`config.mk`:
```
export PLATFORM = sky130hd
export DESIGN_NAME = narrow_pack
export DESIGN_NICKNAME = d
export VERILOG_FILES = /design/src/rtl/narrow_pack.sv
export SDC_FILE = /design/constraint.sdc
export NUM_CORES = 1
export LEC_CHECK = 0
export CAP_MARGIN = 20
export CELL_PAD_IN_SITES_DETAIL_PLACEMENT = 1
export CELL_PAD_IN_SITES_GLOBAL_PLACEMENT = 1
export CORE_MARGIN = 4
export CORE_UTILIZATION = 30
export CTS_CLUSTER_DIAMETER = 50
export DETAILED_ROUTE_END_ITERATION = 10
export HOLD_SLACK_MARGIN = 0.12
export PLACE_DENSITY = 0.82
export SLEW_MARGIN = 15
export SYNTH_ARGS = -nofsm -noshare
export SYNTH_HDL_FRONTEND = slang
export SYNTH_SLANG_ARGS = --single-unit
```
`constraint.sdc`:
```
create_clock -name clk -period 2.5 [get_ports clk]
set_input_delay 0.625 -clock clk [delete_from_list [all_inputs] [get_ports clk]]
set_output_delay 0.625 -clock clk [all_outputs]
set_load 0.05 [all_outputs]
```
`src/rtl/narrow_pack.sv`:
```
// Narrows 32-bit words to 16 bits through a 2-entry in-order output buffer and
// counts overflowing pushes. Define NARROW_SAT_EN to saturate non-fitting words.
module narrow_pack #(
    parameter int CNT_W = 8
) (
    input  logic             clk,
    input  logic             rst_n,
    input  logic             in_valid,
    output logic             in_ready,
    input  logic [31:0]      in_data,
    input  logic             in_sext,
    output logic             out_valid,
    input  logic             out_ready,
    output logic [15:0]      out_data,
    output logic             out_ovf,
    input  logic             clr_cnt,
    output logic [CNT_W-1:0] ovf_cnt,
    output logic [1:0]       dbg_state_o
);

    // Handshake: a transfer happens on a rising edge where valid and ready are
    // both 1; ready never depends on valid on the same side.
    typedef enum logic [1:0] {
        EMPTY = 2'd0,
        ONE   = 2'd1,
        FULL  = 2'd2
    } state_t;

    state_t           state_q, state_d;
    logic [15:0]      head_data_q, head_data_d;
    logic             head_ovf_q, head_ovf_d;
    logic [15:0]      tail_data_q, tail_data_d;
    logic             tail_ovf_q, tail_ovf_d;
    logic [CNT_W-1:0] cnt_q, cnt_d;

    logic             push, pop, fits;
    logic [15:0]      narrow_data;

    assign in_ready    = (state_q != FULL);
    assign out_valid   = (state_q != EMPTY);
    assign out_data    = head_data_q;
    assign out_ovf     = head_ovf_q;
    assign ovf_cnt     = cnt_q;
    assign dbg_state_o = state_q;

    assign push = in_valid && in_ready;
    assign pop  = out_valid && out_ready;

    always_comb begin
        fits        = in_sext ? ((&in_data[31:15]) || !(|in_data[31:15]))
                              : !(|in_data[31:16]);
        narrow_data = in_data[15:0];
`ifdef NARROW_SAT_EN
        if (!fits) begin
            if (in_sext) narrow_data = in_data[31] ? 16'h8000 : 16'h7FFF;
            else         narrow_data = 16'hFFFF;
        end
`endif
    end

    always_comb begin
        state_d     = state_q;
        head_data_d = head_data_q;
        head_ovf_d  = head_ovf_q;
        tail_data_d = tail_data_q;
        tail_ovf_d  = tail_ovf_q;
        case (state_q)
            EMPTY: begin
                if (push) begin
                    head_data_d = narrow_data;
                    head_ovf_d  = !fits;
                    state_d     = ONE;
                end
            end
            ONE: begin
                if (push && pop) begin
                    head_data_d = narrow_data;
                    head_ovf_d  = !fits;
                end else if (push) begin
                    tail_data_d = narrow_data;
                    tail_ovf_d  = !fits;
                    state_d     = FULL;
                end else if (pop) begin
                    state_d = EMPTY;
                end
            end
            FULL: begin
                // Second entry moves to the head; no push is possible here.
                if (pop) begin
                    head_data_d = tail_data_q;
                    head_ovf_d  = tail_ovf_q;
                    state_d     = ONE;
                end
            end
            default: state_d = EMPTY;
        endcase
    end

    always_comb begin
        cnt_d = cnt_q;
        if (clr_cnt)
            cnt_d = '0;
        else if (push && !fits && !(&cnt_q))
            cnt_d = cnt_q + CNT_W'(1);
    end

    always_ff @(posedge clk) begin
        if (!rst_n) begin
            state_q     <= EMPTY;
            head_data_q <= 16'h0000;
            head_ovf_q  <= 1'b0;
            tail_data_q <= 16'h0000;
            tail_ovf_q  <= 1'b0;
            cnt_q       <= '0;
        end else begin
            state_q     <= state_d;
            head_data_q <= head_data_d;
            head_ovf_q  <= head_ovf_d;
            tail_data_q <= tail_data_d;
            tail_ovf_q  <= tail_ovf_d;
            cnt_q       <= cnt_d;
        end
    end

endmodule

```
==> impl_metrics.sql <==
INSERT INTO impl_metrics (metric_group, metric, value, unit) VALUES
('critical_path', 'data_required_critical_path', '1.88', 'ns'),
('sta', 'worst_slew_pin_slew', '0.541', 'ns'),
('detailed_routing', 'routed_wl', '5.79', 'mm'),
('global_routing', 'grt_most_used_layer', 'met2', ''),
('power_and_ir_drop', 'clockPowerShare', '30.0', '%'),
('critical_path', 'rr_startpoint', 'ovf_cnt[0]', ''),
('critical_path', 'critPathMaxFanout', '8', ''),
('sta', 'timing.final.max_slew_violations', '0', ''),
('sta', 'min_period', '2.31', 'ns'),
('clock_network', 'cts_max_level', '2', ''),
('sta', 'hold_ws', '0.469', 'ns'),
('clock_network', 'numCtsBuffers', '5', ''),
('sta', 'final_hold_viols', '0', ''),
('die', 'die_width', '90.8', 'um'),
('clock_network', 'max-clock-path-buffers', '2', ''),
('logic_synthesis', 'ys_ff_latch', '44', ''),
('clock_network', 'cts.hold.buffers_added', '0', ''),
('power_and_ir_drop', 'power.net_switching', '480', 'uW'),
('finish', 'share_of_cells_above_drive_strength_1', '6.86', '%'),
('detailed_routing', 'via_count', '1961', ''),
('placement', 'port-buffer-count', '66', ''),
('clock_network', 'cts_tree', 'yes', ''),
('global_routing', 'sum_of_overflow_across_all_layers_after_global_routing', '0', ''),
('logic_synthesis', 'synth_flop_cell', 'dfxtp_1', ''),
('min_path', 'min_delay_worst_endpoint', 'tail_data_q[5]', ''),
('die', 'dieHeight', '90.8', 'um'),
('critical_path', 'critical_path.max_stage_delay', '0.79', 'ns'),
('logic_synthesis', 'post_synth_inst_count', '237', ''),
('power_and_ir_drop', 'design_power_total', '1600', 'uW'),
('logic_synthesis', 'synthesis.area', '2060', 'um2'),
('sta', 'achievable-frequency', '432', 'MHz'),
('critical_path', 'critPathLaunchType', 'register', ''),
('detailed_routing', 'route.detailed.vias_per_inst', '5.12', ''),
('sta', 'post-route-period-util', '92.6', '%'),
('die', 'floorplan.core_area', '6490', 'um2'),
('global_routing', 'grt_pass1_vias', '2000', ''),
('logic_synthesis', 'synth-seq-area-share', '42.8', '%'),
('sta', 'grt_setup_unrepaired', 'false', ''),
('clock_network', 'tritoncts_num_sinks', '44', ''),
('min_path', 'hold_path_depth', '2', ''),
('clock_network', 'insertion_delay', '0.30', 'ns'),
('logic_synthesis', 'synth-edff-count', '0', ''),
('global_routing', 'grtUsageMet3', '6.00', '%'),
('sta', 'totalNegativeSetupSlack', '0', 'ns'),
('placement', 'placement.setup.worst_slack', '-0.0869', 'ns'),
('placement', 'placed_cells_incl_taps', '375', ''),
('min_path', 'startpoint_of_the_most_critical_hold_path', 'tail_data_q[5]', ''),
('logic_synthesis', 'synthDistinctLibCells', '36', ''),
('power_and_ir_drop', 'standby_leakage_power', '0.00127', 'uW'),
('detailed_routing', 'drt_drc_violations_left', '0', ''),
('die', 'top_ports', '67', ''),
('sta', 'final-setup-viol-count', '0', ''),
('status', 'status', 'completed', ''),
('power_and_ir_drop', 'power.internal', '1120', 'uW'),
('critical_path', 'arrival', '1.69', 'ns'),
('logic_synthesis', 'synthesis.yosys.warnings', '0', ''),
('critical_path', 'path_cells', 'or2_2, clkdlybuf4s50_1', ''),
('global_routing', 'grt_max_degree', '38', ''),
('critical_path', 'r2r.worst_path.cells', '6', ''),
('sta', 'finClkSkew', '0.00320', 'ns'),
('die', 'floorplan.rows', '29', ''),
('finish', 'fin_cells', '383', ''),
('power_and_ir_drop', 'pwr_density_cell', '544', 'nW/um2'),
('power_and_ir_drop', 'share_comb_of_total_power', '22.6', '%'),
('placement', 'hpwl', '4.25', 'mm'),
('logic_synthesis', 'syn_nets', '276', ''),
('power_and_ir_drop', 'ir_drop', '0.000324', 'V'),
('die', 'design.die.area', '8250', 'um2'),
('clock_network', 'clk_root_buffer_cell', 'clkbuf_8', ''),
('die', 'floorplan.initialDensity', '31.7', '%'),
('critical_path', 'slowest_stage', 'clkdlybuf4s50_1', '');
[power groups by stage]
stage	clock [uW]	combinational [uW]	sequential, uW
finish	480	361	758
global route	534	387	765
CTS	499	365	759
detailed placement	0	364	775
global placement	0	359	773
floorplan	0	105	869
[logic make-up (layout without fill, tap and decap cells)]
kind of cell             Yosys count  count (layout)  share of synthesized area [%]
AND/OR/NAND/NOR                  106             106                           24.9
buffers and inverters             14              83                           3.04
adder cells (fa/ha/maj)            1               1                          0.608
AO/OA/AOI/OAI                     54              54                           19.8
flip-flops                        44              44                           42.8
multiplexers                      18              18                           8.76
[flip-flops by register name (all words and copies together) (netlist names)]
register and count:
dbg_state_o 2, out_data 16, out_ovf 1, ovf_cnt 8, tail_data_q 16, tail_ovf_q 1
[cell type report]
class / instances / area [um2]
Fill cell: 758 / 3560
Sequential cell: 44 / 881
Timing Repair Buffer: 74 / 743
Clock inverter: 2 / 15.0
Multi-Input combinational cell: 179 / 1120
Inverter: 1 / 3.75
Tap cell: 77 / 96.3
Clock buffer: 6 / 82.6
[worst max path at each step]
| stage | endpoint | slack, ns | depth (start not counted) |
|---|---|---|---|
| finish | out_valid | 0.19 | 2 |
| global route | ovf_cnt[6] | 0.10 | 7 |
| CTS | out_valid | 0.17 | 2 |
| detailed placement | ovf_cnt[6] | -0.09 | 7 |
| global placement | ovf_cnt[6] | 0.05 | 7 |
| floorplan | in_ready | 0.23 | 2 |
[cell usage in the layout (no fill, tap or decap), types with 2 or more instances in the layout]
master	Yosys	routed
clkdlybuf4s50_1	0	65
nor2b_1	3	3
clkbuf_8	0	6
or3_1	3	3
nor4_1	5	5
mux2i_1	18	18
nand3_1	6	6
nor2_1	6	6
nand4_1	6	6
a21oi_1	8	8
clkinvlp_4	0	2
and3_4	2	2
o21ai_0	6	6
nand2b_1	7	7
buf_12	0	2
buf_4	0	7
o211a_1	16	16
nand3b_1	2	2
and2_1	3	3
o31ai_1	2	2
dfxtp_1	44	44
a21boi_0	16	16
nand2_1	57	57
[per-layer routing]
metal	part of all wire (%)	wire (um)
met1	45	2590
met2	48	2750
met3	6.9	402
met5	0	0
met4	0.81	47
[metrics by stage]
step | area [um2] | util, %
finish | 2940 | 45.3
global route | 2940 | 45.3
CTS | 2940 | 45.3
detailed placement | 2840 | 43.7
global placement | 2840 | 43.7
floorplan | 2060 | -
[critical path, delay by kind of cell, from the launching register on]
family | cells | cell delay, ns
buffers and inverters | 1 | 0.79
flip-flops | 1 | 0.46
AND/OR/NAND/NOR | 1 | 0.15
(Power assumes the default switching activity.)
